<file path="config.mk">
export PLATFORM = sky130hd
export DESIGN_NAME = ball_controller_flat
export DESIGN_NICKNAME = d
export VERILOG_FILES = /design/src/rtl/ball_controller_if.sv /design/src/rtl/ball_controller.sv /design/src/flat_wrapper.sv
export SDC_FILE = /design/constraint.sdc
export NUM_CORES = 1
export LEC_CHECK = 0
export CORE_UTILIZATION = 34
export DETAILED_ROUTE_END_ITERATION = 7
export SYNTH_ARGS = -nofsm -noshare
export SYNTH_HDL_FRONTEND = slang
export SYNTH_SLANG_ARGS = --single-unit
</file>
<file path="constraint.sdc">
create_clock -name clock -period 4.1 [get_ports clock]
set_input_delay 0.615 -clock clock [delete_from_list [all_inputs] [get_ports clock]]
set_output_delay 0.615 -clock clock [all_outputs]
set_load 0.01 [all_outputs]
</file>
<file path="src/rtl/ball_controller_if.sv">
// Brick-detector bus between the ball controller and the brick memory/detector.
//   brick_addr            : brick memory read address (1-cycle read latency)
//   enable_brick_detector : arms the detector for the word currently on its input
//   brick_collision       : registered detector result (01 vert, 10 horiz, 11 diag, 00 none)
//   brick_hit             : one-cycle clear request for the first brick hit in a frame
//   brick_hit_addr        : address of that brick
interface ball_controller_if;
  logic [4:0] brick_addr;
  logic       enable_brick_detector;
  logic [1:0] brick_collision;
  logic       brick_hit;
  logic [4:0] brick_hit_addr;

  modport master (
    output brick_addr,
    output enable_brick_detector,
    output brick_hit,
    output brick_hit_addr,
    input  brick_collision
  );

  modport slave (
    input  brick_addr,
    input  enable_brick_detector,
    input  brick_hit,
    input  brick_hit_addr,
    output brick_collision
  );
endinterface

</file>
<file path="src/rtl/ball_controller.sv">
// Ball controller: per frame, scans all bricks through the detector, resolves brick,
// paddle and wall bounces, then moves the 3x3 ball by one pixel in each axis.
// Optional feature macro: BRICK_HIT_CLEAR_EN (enables brick_hit / brick_hit_addr).
// Ports:
//   clock, reset           : system clock, synchronous active-high reset
//   frame_tick             : one-cycle pulse per frame, starts a motion step
//   launch                 : releases the ball from the paddle while serving
//   paddle_x, paddle_y     : paddle top-left corner
//   paddle_collision       : combinational paddle-hit flag
//   brick                  : brick-detector bus (master side)
//   ball_x, ball_y         : ball top-left corner
//   h/v_ball_direction     : 1 = right/down, 0 = left/up
//   ball_lost              : one-cycle pulse when the ball leaves the bottom edge
//   busy                   : high while a frame step is in progress
module ball_controller #(
  parameter int unsigned NUM_BRICKS = 20,
  parameter int unsigned SCREEN_W   = 160,
  parameter int unsigned SCREEN_H   = 120
) (
  input  logic              clock,
  input  logic              reset,
  input  logic              frame_tick,
  input  logic              launch,
  input  logic [7:0]        paddle_x,
  input  logic [6:0]        paddle_y,
  input  logic              paddle_collision,
  ball_controller_if.master brick,
  output logic [7:0]        ball_x,
  output logic [6:0]        ball_y,
  output logic              h_ball_direction,
  output logic              v_ball_direction,
  output logic              ball_lost,
  output logic              busy
);

  typedef enum logic [2:0] {StServe, StWait, StScan, StDrain, StResolve, StMove} state_e;

  localparam logic [4:0] LastAddr = 5'(NUM_BRICKS - 1);

  state_e     state_q, state_d;
  logic [4:0] addr_q;
  logic       en_q;
  logic [4:0] en_addr_q;
  logic       samp_q;
  logic [4:0] samp_addr_q;
  logic       drain_q;
  logic       hit_q;
  logic [1:0] hit_code_q;
  logic [4:0] hit_addr_q;
  logic [7:0] x_q;
  logic [6:0] y_q;
  logic       h_q, v_q;
  logic       h_res, v_res, lost_res;
  logic [7:0] serve_x;
  logic [6:0] serve_y;

  assign serve_x = paddle_x + 8'd8;
  assign serve_y = paddle_y - 7'd3;

  // Bounce resolution, in priority order: brick, paddle, walls; loss uses the final v.
  always_comb begin
    h_res = h_q ^ hit_code_q[1];
    v_res = v_q ^ hit_code_q[0];
    if (paddle_collision && v_res) v_res = 1'b0;
    if (x_q == 8'd0 && !h_res) h_res = 1'b1;
    if (({1'b0, x_q} + 9'd2) == 9'(SCREEN_W - 1) && h_res) h_res = 1'b0;
    if (y_q == 7'd0 && !v_res) v_res = 1'b1;
    lost_res = (({1'b0, y_q} + 8'd2) >= 8'(SCREEN_H - 1)) && v_res;
  end

  always_comb begin
    state_d = state_q;
    case (state_q)
      StServe:   if (launch && frame_tick) state_d = StWait;
      StWait:    if (frame_tick) state_d = StScan;
      StScan:    if (addr_q == LastAddr) state_d = StDrain;
      StDrain:   if (drain_q) state_d = StResolve;
      StResolve: state_d = lost_res ? StServe : StMove;
      StMove:    state_d = StWait;
      default:   state_d = StServe;
    endcase
  end

  always_ff @(posedge clock) begin
    if (reset) begin
      state_q     <= StServe;
      addr_q      <= 5'd0;
      en_q        <= 1'b0;
      en_addr_q   <= 5'd0;
      samp_q      <= 1'b0;
      samp_addr_q <= 5'd0;
      drain_q     <= 1'b0;
      hit_q       <= 1'b0;
      hit_code_q  <= 2'b00;
      hit_addr_q  <= 5'd0;
      x_q         <= serve_x;
      y_q         <= serve_y;
      h_q         <= 1'b1;
      v_q         <= 1'b0;
    end else begin
      state_q <= state_d;
      addr_q  <= (state_q == StScan && addr_q != LastAddr) ? addr_q + 5'd1 : 5'd0;
      // Address -> memory (1 cycle) -> registered detector (1 cycle): the result for an
      // address is valid two cycles after it was driven.
      en_q        <= (state_q == StScan);
      en_addr_q   <= addr_q;
      samp_q      <= en_q;
      samp_addr_q <= en_addr_q;
      drain_q     <= (state_q == StDrain) && !drain_q;

      if (state_q == StWait && frame_tick) begin
        hit_q      <= 1'b0;
        hit_code_q <= 2'b00;
        hit_addr_q <= 5'd0;
      end else if (samp_q && !hit_q && brick.brick_collision != 2'b00) begin
        hit_q      <= 1'b1;
        hit_code_q <= brick.brick_collision;
        hit_addr_q <= samp_addr_q;
      end

      case (state_q)
        StServe: begin
          x_q <= serve_x;
          y_q <= serve_y;
          h_q <= 1'b1;
          v_q <= 1'b0;
        end
        StResolve: begin
          h_q <= h_res;
          v_q <= v_res;
        end
        StMove: begin
          x_q <= h_q ? x_q + 8'd1 : x_q - 8'd1;
          y_q <= v_q ? y_q + 7'd1 : y_q - 7'd1;
        end
        default: ;
      endcase
    end
  end

  // While serving the ball rides on the paddle combinationally.
  assign ball_x           = (state_q == StServe) ? serve_x : x_q;
  assign ball_y           = (state_q == StServe) ? serve_y : y_q;
  assign h_ball_direction = (state_q == StServe) ? 1'b1 : h_q;
  assign v_ball_direction = (state_q == StServe) ? 1'b0 : v_q;

  assign busy      = !(state_q == StServe || state_q == StWait);
  assign ball_lost = (state_q == StResolve) && lost_res;

  assign brick.brick_addr            = addr_q;
  assign brick.enable_brick_detector = en_q;

`ifdef BRICK_HIT_CLEAR_EN
  assign brick.brick_hit      = (state_q == StResolve) && hit_q;
  assign brick.brick_hit_addr = ((state_q == StResolve) && hit_q) ? hit_addr_q : 5'd0;
`else
  assign brick.brick_hit      = 1'b0;
  assign brick.brick_hit_addr = 5'd0;
`endif

endmodule

</file>
<file path="src/flat_wrapper.sv">
// flat-port wrapper written by rule: the top's interface ports become plain ports
module ball_controller_flat 
#(
  parameter int unsigned NUM_BRICKS = 20,
  parameter int unsigned SCREEN_W   = 160,
  parameter int unsigned SCREEN_H   = 120
)
  (clock, reset, frame_tick, launch, paddle_x, paddle_y, paddle_collision, ball_x, ball_y, h_ball_direction, v_ball_direction, ball_lost, busy, brick_brick_addr, brick_enable_brick_detector, brick_brick_hit, brick_brick_hit_addr, brick_brick_collision);
  ball_controller_if brick_i ();
  input  logic clock;
  input  logic reset;
  input  logic frame_tick;
  input  logic launch;
  input  logic [7:0] paddle_x;
  input  logic [6:0] paddle_y;
  input  logic paddle_collision;
  output logic [7:0] ball_x;
  output logic [6:0] ball_y;
  output logic h_ball_direction;
  output logic v_ball_direction;
  output logic ball_lost;
  output logic busy;
  output wire logic [$bits(brick_i.brick_addr)-1:0] brick_brick_addr;
  output wire logic [$bits(brick_i.enable_brick_detector)-1:0] brick_enable_brick_detector;
  output wire logic [$bits(brick_i.brick_hit)-1:0] brick_brick_hit;
  output wire logic [$bits(brick_i.brick_hit_addr)-1:0] brick_brick_hit_addr;
  input wire logic [$bits(brick_i.brick_collision)-1:0] brick_brick_collision;
  assign brick_brick_addr = brick_i.brick_addr;
  assign brick_enable_brick_detector = brick_i.enable_brick_detector;
  assign brick_brick_hit = brick_i.brick_hit;
  assign brick_brick_hit_addr = brick_i.brick_hit_addr;
  assign brick_i.brick_collision = brick_brick_collision;
  ball_controller #(.NUM_BRICKS(NUM_BRICKS), .SCREEN_W(SCREEN_W), .SCREEN_H(SCREEN_H)) u_core (.clock(clock), .reset(reset), .frame_tick(frame_tick), .launch(launch), .paddle_x(paddle_x), .paddle_y(paddle_y), .paddle_collision(paddle_collision), .brick(brick_i), .ball_x(ball_x), .ball_y(ball_y), .h_ball_direction(h_ball_direction), .v_ball_direction(v_ball_direction), .ball_lost(ball_lost), .busy(busy));
endmodule
</file>
==> qor.yml <==
run_status:
  outcome: "finished with violations"
  violations: "design-rule violations"
sta:
  tightest_slew_ns: 0.859
  setup_viol: 0
  final_max_slew_viol_count: 0
  hold_viol: 0
  fmax_mhz: 315
  fin_tns_setup_ns: 0
  setup_ws_ns: 0.922
  rsz0062_at_grt: "no"
  maxSlewHeadroom: 0.427
  skew_ns: 0.00971
  period_needed_ns: 3.18
  fin_crit_sh: 0.775
clock_tree:
  clkSinkCount: 31
  root_buffer: "clkbuf_8"
  hold_buffers: 0
  cts_resized: 0
  cts_max_level: 2
  cts_buffers: 5
  cts_tree: "built"
  clk_latency_ns: 0.28
  postCtsSetupRepairBufs: 0
  ctsLongestPathBuffers: 2
  path_clk_slew_ns: 0.08
logic_synthesis:
  yosysUniqueCellTypes: 48
  synthCells: 262
  synth_area_leader_cell: "edfxtp_1"
  syn-cell-area_mm2: 0.00231
  synth_edf_count: 15
  syn_avg_cell_area_um2: 8.82
  yosysWarnings: 0
  synth_ff_type: "dfxtp_1"
  synthArstFlopShare: 0
  synth.area.top_cells: "edfxtp_1 (20%), dfxtp_1 (14%), ha_1 (8.7%)"
  synth-seq-cells: 31
  yosysTopAreaCellShare: 0.195
  ys_seq_area_frac: 0.334
layout:
  seq_area_um2: 771
  nets: 345
  num_antenna_cells: 0
  drive_above_1_share: 0.0719
  areaGrowthSynthToFinish_pct: 25.9
  utilization: 0.450
  fillers: 662
  design_area_mm2: 0.00291
  multi_input_area_mm2: 0.00142
setup_path:
  crit_type: "flip-flop to output pin"
  crit_required_ns: 3.48
  arrival_ns: 2.56
  regToRegStartpoint: "u_core.h_q"
  critPathCaptureType: "output pin"
  crit_fanout: 7
  critPathLaunch: "u_core.y_q[1]"
  setup.worst_path.start_class: "flip-flop"
floorplan:
  initial_core_util: 0.358
  rows: 29
  dieArea_mm2: 0.00713
  die_h_um: 84.4
  die_x_um: 84.4
  core-area_mm2: 0.00646
  ios: 53
global_routing:
  gr-total-overflow: 0
  grt_max_degree: 28
  antenna_found_initial: 0
  track_usage: 0.150
  grt_pass1_vias: 1838
  grt_pass1_wl_um: 8550
placed_design:
  dp_slack_ns: 0.924
  hpwl_um: 3900
  io_buffers: 46
  gp_congestion: 0.790
  dpl_cell_area_mm2: 0.00280
drt:
  vias: 1966
  wl_per_cell_um: 13.7
  ant_nets: 0
  via_per_inst: 5.13
  remaining_drc_errors: 5
  dr.pass1.iters: 6
  drtIter0Drc: 74
  wl_um: 5240
power:
  leakage_nw: 1.08
  power_density_mw_per_mm2: 322
  ir_drop_mv: 0.185
flow_run:
  cap_violations: 0
hold_path:
  hp-start: "u_core.hit_q"
  hold_class: "flip-flop to flip-flop"
==> worst max-delay path, stage by stage, from the launching register on <==
cell	delay, ns
edfxtp_1	0.51
ha_1	0.28
nand3b_1	0.17
xor2_1	0.17
a2111oi_2	0.38
nor2b_1	0.21
clkdlybuf4s50_1	0.55
==> cell type report <==
type | instances | area share
sequential | 31 | 0.265
inverter | 12 | 0.0155
multi-input combinational | 209 | 0.489
timing repair buffer | 46 | 0.158
tap | 77 | 0.0331
clock buffer | 7 | 0.0370
clock inverter | 1 | 0.00172
==> report_power, final <==
| part | switching [W] | internal, W | leakage (nW) |
|---|---|---|---|
| combinational | 0.000126 | 0.000133 | 0.733 |
| sequential | 0.0000313 | 0.000350 | 0.285 |
| clock | 0.000124 | 0.000172 | 0.0594 |
| total | 0.000281 | 0.000655 | 1.08 |
==> path summary, 6_finish.rpt <==
kind	end	slack [ns]	cells after the start
setup / recovery	ball_lost	0.92	6
hold / removal	u_core.hit_q	0.45	2
hold reg to reg	u_core.hit_q	0.45	2
setup reg to reg	u_core.x_q[7]	1.83	7
==> placed cells by master, fill, tap and decap left out, drive strengths merged, types with 2 or more instances in the layout <==
cell type,instances
clkdlybuf4s50,46
nand2,35
o21ai,30
ha,16
dfxtp,16
a21oi,15
edfxtp,15
xor2,13
xnor2,12
inv,12
nor2,9
mux2i,8
a211oi,7
clkbuf,7
nand3,6
conb,6
nor3,6
o22ai,4
or3,4
a21o,3
mux2,3
nor2b,3
o21bai,3
nor4,2
nand3b,2
o21a,2
and3,2
a31o,2
fa,2
nand2b,2
or2,2
==> stage by stage <==
step	hold WS, ns	power [W]	instances
after floorplan	0.420	0.000540	267
after global placement	0.432	0.000646	375
after detailed placement	0.440	0.000647	375
after CTS	0.451	0.000950	383
after global routing	0.489	0.000991	383
final	0.446	0.000937	383
==> state kept, by name, indices dropped and copies added (netlist names) <==
register and count:
u_core.brick.brick_addr 5, u_core.brick.enable_brick_detector 1, u_core.drain_q 1, u_core.h_q 1, u_core.hit_code_q 2, u_core.hit_q 1, u_core.samp_q 1, u_core.state_q 3
u_core.v_q 1, u_core.x_q 8, u_core.y_q 7
==> cells by family after synthesis <==
logic type | count (synthesis) | synth area share
AO/OA/AOI/OAI | 72 | 0.189
XOR/XNOR | 25 | 0.0948
adder cells (fa/ha/maj) | 18 | 0.104
buffers and inverters | 27 | 0.0596
flip-flops | 31 | 0.334
multiplexers | 11 | 0.0493
other | 1 | 0.00162
AND/OR/NAND/NOR | 77 | 0.168
==> cells in the mapped netlist (all sizes together), types with 7 or more instances <==
| master | n |
|---|---|
| mux2i | 8 |
| buf | 13 |
| dfxtp | 16 |
| xor2 | 13 |
| a211oi | 7 |
| xnor2 | 12 |
| nor2 | 9 |
| o21ai | 30 |
| inv | 12 |
| nand2 | 35 |
| a21oi | 15 |
| edfxtp | 15 |
| ha | 16 |
==> per-layer routing <==
layer	vias up	share of wire	global-route usage
li1	1014	-	-
met2	38	0.46	0.238
met1	910	0.50	0.206
met3	4	0.032	0.0324
met4	0	0.0078	0.0447
met5	-	0	0
No activity file was read; power rests on OpenSTA's default activity.
